===== src/rtl/cve2_pkg.sv =====
// cve2_pkg: shared types for the CVE2 core clock-gate controller.
package cve2_pkg;

    typedef enum logic [1:0] {
        CG_RUN   = 2'd0,
        CG_IDLE  = 2'd1,
        CG_SLEEP = 2'd2,
        CG_WAKE  = 2'd3
    } cg_state_e;

    // Delay counter must hold the larger of the two delays; never narrower than 1 bit.
    function automatic int cg_cnt_width(input int idle_delay, input int wake_delay);
        int m;
        m = (idle_delay > wake_delay) ? idle_delay : wake_delay;
        return (m == 0) ? 1 : $clog2(m + 1);
    endfunction

endpackage


===== src/rtl/cve2_sleep_ctrl.sv =====
// cve2_sleep_ctrl: registered core clock-gate controller with idle hysteresis,
// maskable and unmaskable wake sources, wake settle delay and sleep statistics.
module cve2_sleep_ctrl
    import cve2_pkg::*;
#(
    parameter int NumWakeSrc    = 4,
    parameter int IdleDelay     = 2,
    parameter int WakeDelay     = 1,
    parameter int SleepCntWidth = 16
) (
    input  logic                     clk_i,
    input  logic                     rst_i,
    input  logic                     core_busy_i,
    input  logic [NumWakeSrc-1:0]    wake_i,
    input  logic [NumWakeSrc-1:0]    wake_mask_i,
    input  logic                     wake_nm_i,
    input  logic                     test_en_i,
    output logic                     clock_en_o,
    output logic                     core_sleep_o,
    output logic [NumWakeSrc:0]      wake_cause_o,
    output logic [SleepCntWidth-1:0] sleep_cnt_o
);

    localparam int CntW = cg_cnt_width(IdleDelay, WakeDelay);
    localparam logic [CntW-1:0] IdleLoad = CntW'((IdleDelay > 0) ? IdleDelay - 1 : 0);
    localparam logic [CntW-1:0] WakeLoad = CntW'((WakeDelay > 0) ? WakeDelay - 1 : 0);

    cg_state_e                state_q, state_d;
    logic [CntW-1:0]          cnt_q, cnt_d;
    logic                     en_q, sleep_q, capture, enter_sleep, wake_any, stay;
    logic [NumWakeSrc:0]      cause_q;
    logic [SleepCntWidth-1:0] sleep_cnt_q;

    assign wake_any    = wake_nm_i | |(wake_i & wake_mask_i);
    assign stay        = core_busy_i | wake_any;
    assign enter_sleep = (state_d == CG_SLEEP) && (state_q != CG_SLEEP);

    always_comb begin
        state_d = state_q;
        cnt_d   = cnt_q;
        capture = 1'b0;
        unique case (state_q)
            CG_RUN: if (!stay) begin
                state_d = (IdleDelay > 0) ? CG_IDLE : CG_SLEEP;
                cnt_d   = IdleLoad;
            end
            CG_IDLE: if (stay) state_d = CG_RUN;
                else if (cnt_q == '0) state_d = CG_SLEEP;
                else cnt_d = cnt_q - 1'b1;
            // A busy core cannot wake itself here: its clock is already gated.
            CG_SLEEP: if (wake_any) begin
                capture = 1'b1;
                state_d = (WakeDelay > 0) ? CG_WAKE : CG_RUN;
                cnt_d   = WakeLoad;
            end
            CG_WAKE: if (cnt_q == '0) state_d = CG_RUN;
                else cnt_d = cnt_q - 1'b1;
            default: state_d = CG_RUN;
        endcase
    end

    always_ff @(posedge clk_i or posedge rst_i) begin
        if (rst_i) begin
            state_q     <= CG_RUN;
            cnt_q       <= '0;
            en_q        <= 1'b1;
            sleep_q     <= 1'b0;
            cause_q     <= '0;
            sleep_cnt_q <= '0;
        end else begin
            state_q <= state_d;
            cnt_q   <= cnt_d;
            en_q    <= (state_d == CG_RUN) || (state_d == CG_IDLE);
            sleep_q <= (state_d == CG_SLEEP) || (state_d == CG_WAKE);
            if (capture) cause_q <= {wake_nm_i, wake_i & wake_mask_i};
            if (enter_sleep && !(&sleep_cnt_q)) sleep_cnt_q <= sleep_cnt_q + 1'b1;
        end
    end

    assign clock_en_o   = en_q | test_en_i;
    assign core_sleep_o = sleep_q;
    assign wake_cause_o = cause_q;
    assign sleep_cnt_o  = sleep_cnt_q;

    a_clock_en_known: assert property (@(posedge clk_i) disable iff (rst_i) !$isunknown(clock_en_o));
    a_no_sleep_busy:  assert property (@(posedge clk_i) disable iff (rst_i) enter_sleep |-> !core_busy_i);

endmodule


===== config.mk =====
export PLATFORM = sky130hd
export DESIGN_NAME = cve2_sleep_ctrl
export DESIGN_NICKNAME = d
export VERILOG_FILES = /design/src/rtl/cve2_pkg.sv /design/src/rtl/cve2_sleep_ctrl.sv
export SDC_FILE = /design/constraint.sdc
export NUM_CORES = 1
export LEC_CHECK = 0
export BUFFER_PORTS_ARGS = -buffer_cell sky130_fd_sc_hd__buf_2
export CELL_PAD_IN_SITES_DETAIL_PLACEMENT = 0
export CELL_PAD_IN_SITES_GLOBAL_PLACEMENT = 1
export CORE_MARGIN = 4
export CORE_UTILIZATION = 38
export CTS_CLUSTER_SIZE = 12
export DETAILED_ROUTE_END_ITERATION = 10
export PLACE_DENSITY_LB_ADDON = 0.1
export SLEW_MARGIN = 20
export SYNTH_ARGS = -nofsm -noshare
export SYNTH_HDL_FRONTEND = slang
export SYNTH_SLANG_ARGS = --single-unit
export TNS_END_PERCENT = 1

===== constraint.sdc =====
create_clock -name clk_i -period 2.3 [get_ports clk_i]
set_input_delay 0 -clock clk_i [delete_from_list [all_inputs] [get_ports clk_i]]
set_output_delay 0 -clock clk_i [all_outputs]
set_load 0.01 [all_outputs]

# Word level (Yosys, flattened, before mapping)
# Cells that the tools add are included.
dict set report totals {
  register_bits 27
  wordCells 46
}
dict set report classes {
  add_sub_neg 2
  n_mux 13
  reduce_logical 11
  n_bitwise 4
  n_eq_ne 10
}
# op n
set op_table {}
lappend op_table {{$mux 2} 9}
lappend op_table {{$add 16x1->16 const B} 1}
lappend op_table {{$pmux 2 s4} 2}
lappend op_table {{$reduce_and 16->1} 1}
lappend op_table {{$eq 2x2->1 const B} 4}
lappend op_table {{$ne 2x2->1 const B} 4}
lappend op_table {{$logic_not 2->1} 3}
lappend op_table {{$and 4x4->4} 1}
lappend op_table {{$eq 2x1->1 const B} 2}
lappend op_table {{$reduce_or 4->1} 1}
lappend op_table {{$or 1x1->1} 3}
lappend op_table {{$reduce_and 3->1} 1}
lappend op_table {{$logic_and 1x1->1} 2}
lappend op_table {{$logic_or 1x1->1} 2}
lappend op_table {{$mux 1} 2}
lappend op_table {{$sub 2x1->2 const B} 1}
lappend op_table {{$logic_not 1->1} 1}

# Depth between registers and ports, before layout
dict set report depth {
  ltp_word 9
  ltp_mapped 8
  ltp_nobuf 7
}

# Least setup slack after synthesis
# Ideal clock, no wire load.
dict set report synth_timing {
  path_kind {reg2reg}
  from {register sleep_cnt_q[0], in the netlist sleep_cnt_o[0]}
  to {register sleep_cnt_q[1], in the netlist sleep_cnt_o[1]}
  setup_time_ns 0.125
  period_less_slack_ns 1.899
  required_ns 2.175
  arrival_time_ns 1.774
  path_stages_with_launch 7
  slack_ns 0.401
  path_buffers 1
  cell_sequence {dfrtp_1 ha_1 nand3_1 or4_1 and2_4 buf_6 mux2_4}
}
dict set report synth_via {
  elab_chain_len 3
}
# item line
set synth_rtl {}
lappend synth_rtl {{start, declared} cve2_sleep_ctrl.sv:32} ;# logic [SleepCntWidth-1:0] sleep_cnt_q;
lappend synth_rtl {{start signal, assigned} cve2_sleep_ctrl.sv:76} ;# if (enter_sleep && !(&sleep_cnt_q)) sleep_cnt_q <= sleep_cnt_q + 1'b1;
lappend synth_rtl {{parallel branches: the longest is 3 deep, another holds $add 16x1->16} -}
# Several ways; the timed one is not identified.
# A chain may end at the register's enable or synchronous reset.

==> results.cfg <==
[worst_setup_path]
arrival_ns = 2.22
crit_fanout = 7
required_ns = 2.51
startpoint_type = flip-flop
endpoint_kind = flip-flop
worstSetupPathType = flip-flop to flip-flop

[clocking]
clk_latency_ns = 0.32
cts-root-buf = clkbuf_4
h-tree-depth = 1
clk_pin_slew_worst_paths_ns = 0.14
cts_made_buffers = 3
cts.sinks = 26
clk_path_buf_depth = 2
cts_tree = built

[synthesis]
syn_inst = 116
ys_seq_area_share_pct = 53.5
ys_warn_count = 0
ys_ff_latch = 26
synthesis.nets = 131
netlist-cell-type-count = 29
avgSynthCellArea_um2 = 10.5
netlist_area_um2 = 1220

[timing]
fmax_mhz = 496
fin_skew_ns = 0.00791
post-route-min-period_ns = 2.01
drv_slew = 0
tightestPinTransition_ns = 0.465
fin_crit_sh_pct = 87.6
setup_ws_ns = 0.285
hold_viol = 0
relSlewSlack_pct = 69.0
finalSetupTns_ns = 0
rsz0062_at_grt = no
setup_viol = 0

[global_routing]
grtUsageTotal_pct = 14.9
grt_pass1_wl_mm = 4.82
gr-total-overflow = 0
grt_pass1_vias = 1083
antenna_found_initial = 0
grt_max_degree = 27

[place]
dp_slack_ns = 0.455
port_buffers = 35
place.gp.congestion = 0.840
dp_hpwl_mm = 2.00

[power]
cellPowerDensity_nw_per_um2 = 682
ir_drop_v = 0.000363
p_leak_nw = 0.817
power_w = 0.00108

[layout]
area_growth_syn_to_layout_pct = 29.8
fin_util_pct = 51.8
num-nets-final = 181
n_antenna_cell = 0
fill_cells = 308
drive_above_1_share_pct = 27.3
final_common_cell = buf_2
most-common-layout-cells = buf_2 (35), dfrtp_1 (25), nand2_1 (17), xnor2_1 (11), dlygate4sd3_1 (10)

[die]
core_um2 = 3050
start_util_pct = 39.9
die_area_um2 = 4180
rows = 20
die_y_um = 64.6
io_pins = 36
fp.dieW_um = 64.6

[worst_hold_path]
min_path_type = input port to flip-flop

[drt]
ant_nets = 0
routedWlPerCell_um = 13.1
vias = 1037
drt_iter0_drc = 50
drc_errors = 0
dr.pass1.iters = 4
wl_mm = 2.75
post_drt_via_cell_ratio = 4.96

[outcome]
status = finished, final reports clean

[flow_run]
cap_violations = 0
-- sequential cells by signal, indices dropped and copies added, names as in the netlist --
| signal | cells |
|---|---|
| sleep_cnt_o | 16 |
| wake_cause_o | 5 |
| cnt_q | 2 |
| core_sleep_o | 1 |
| en_q | 1 |
| state_q | 1 |
-- final timing paths --
kind,start,to,slack [ns],cells after the start
max,core_sleep_o$_DFF_PP0_,wake_cause_o[2]$_DFFE_PP0P_,0.29,4
min,core_busy_i,cnt_q[1]$_DFFE_PP0P_,0.06,4
max reg2reg,core_sleep_o$_DFF_PP0_,wake_cause_o[2]$_DFFE_PP0P_,0.29,4
min reg2reg,wake_cause_o[4]$_DFFE_PP0P_,wake_cause_o[4]$_DFFE_PP0P_,0.48,2
max in group asynchronous,rst_i,en_q$_DFF_PP1_,1.75,4
min in group asynchronous,rst_i,sleep_cnt_o[4]$_DFFE_PP0P_,0.25,4
-- where the power goes --
part	switching (W)	leakage (nW)	internal, W
Sequential	0.0000499	0.350	0.000527
Clock	0.000132	0.0210	0.0000967
Combinational	0.000139	0.446	0.000135
-- cells in the mapped netlist, drive strengths merged --
master / count / area share [%]
nand4b: 1 / 0.72
a21oi: 3 / 1.2
ha: 2 / 2.1
xnor2: 11 / 7.9
nand4: 9 / 5.1
nand2: 17 / 5.2
nand3: 4 / 1.6
and2: 1 / 0.72
nor3: 3 / 1.2
o21bai: 1 / 0.62
a31oi: 1 / 0.51
mux2: 1 / 1.2
o21ai: 5 / 2.1
or2: 1 / 0.51
dfrtp: 25 / 51
xor2: 4 / 2.9
nor2b: 1 / 0.51
nor4: 2 / 1.0
nor2: 4 / 1.2
a222oi: 1 / 0.82
nand2b: 2 / 1.0
dfstp: 1 / 2.2
nor4bb: 1 / 0.82
inv: 7 / 2.2
or4: 1 / 0.62
and3: 4 / 2.1
a32o: 2 / 1.6
buf: 1 / 0.92
-- routing by layer --
metal / global-route usage (%) / wire length, µm / vias up / part of all wire [%]
met1: 17.9 / 1260 / 503 / 46
met4: 6.33 / 39 / 0 / 1.4
met2: 25.6 / 1370 / 20 / 50
met3: 2.95 / 77 / 4 / 2.8
li1: - / - / 510 / -
met5: 0 / 0 / - / 0
-- kinds of logic (layout without fill, tap and decap cells) --
| kind of cell | after synthesis | count (layout) | share of synthesized area [%] |
|---|---|---|---|
| AOI/OAI and AO/OA | 13 | 13 | 6.88 |
| xor gates and xnor gates | 15 | 15 | 10.8 |
| adders and majority gates | 2 | 2 | 2.05 |
| buffers and inverters | 8 | 57 | 3.08 |
| DFF | 26 | 26 | 53.5 |
| muxes | 1 | 1 | 1.23 |
| and+or+nand+nor | 51 | 51 | 22.5 |
-- per-stage QoR --
stage                     hold slack, ns  area, µm²  cells
after floorplan                   0.0393       1220    116
after global placement            0.0693       1450    195
after detailed placement          0.0732       1450    195
after CTS                         0.0552       1580    209
after global routing              0.0902       1580    209
final                             0.0638       1580    209
-- area by class of cell --
| type | count | area [µm²] | area share [%] |
|---|---|---|---|
| clock buffer | 4 | 36.3 | 2.29 |
| tap | 44 | 55.1 | 3.48 |
| timing repair buffer | 46 | 283 | 17.9 |
| inverter | 7 | 26.3 | 1.66 |
| sequential | 26 | 652 | 41.2 |
| multi-input combinational | 82 | 529 | 33.5 |
-- what timing repair did --
item / in CTS / in global routing
hold endpoints to repair: 31 / 0
hold buffers: 10 / 0
buffers inserted: 0 / 0
setup endpoints to repair: 0 / 0
gates resized for setup: 0 / 0
-- worst max-delay path, stage by stage (launching register included) --
cell and delay [ns]:
dfrtp_1 0.46, nor2b_1 0.39, nand2_1 0.25, a32o_1 0.26
dlygate4sd3_1 0.55
(Power assumes the default switching activity.)
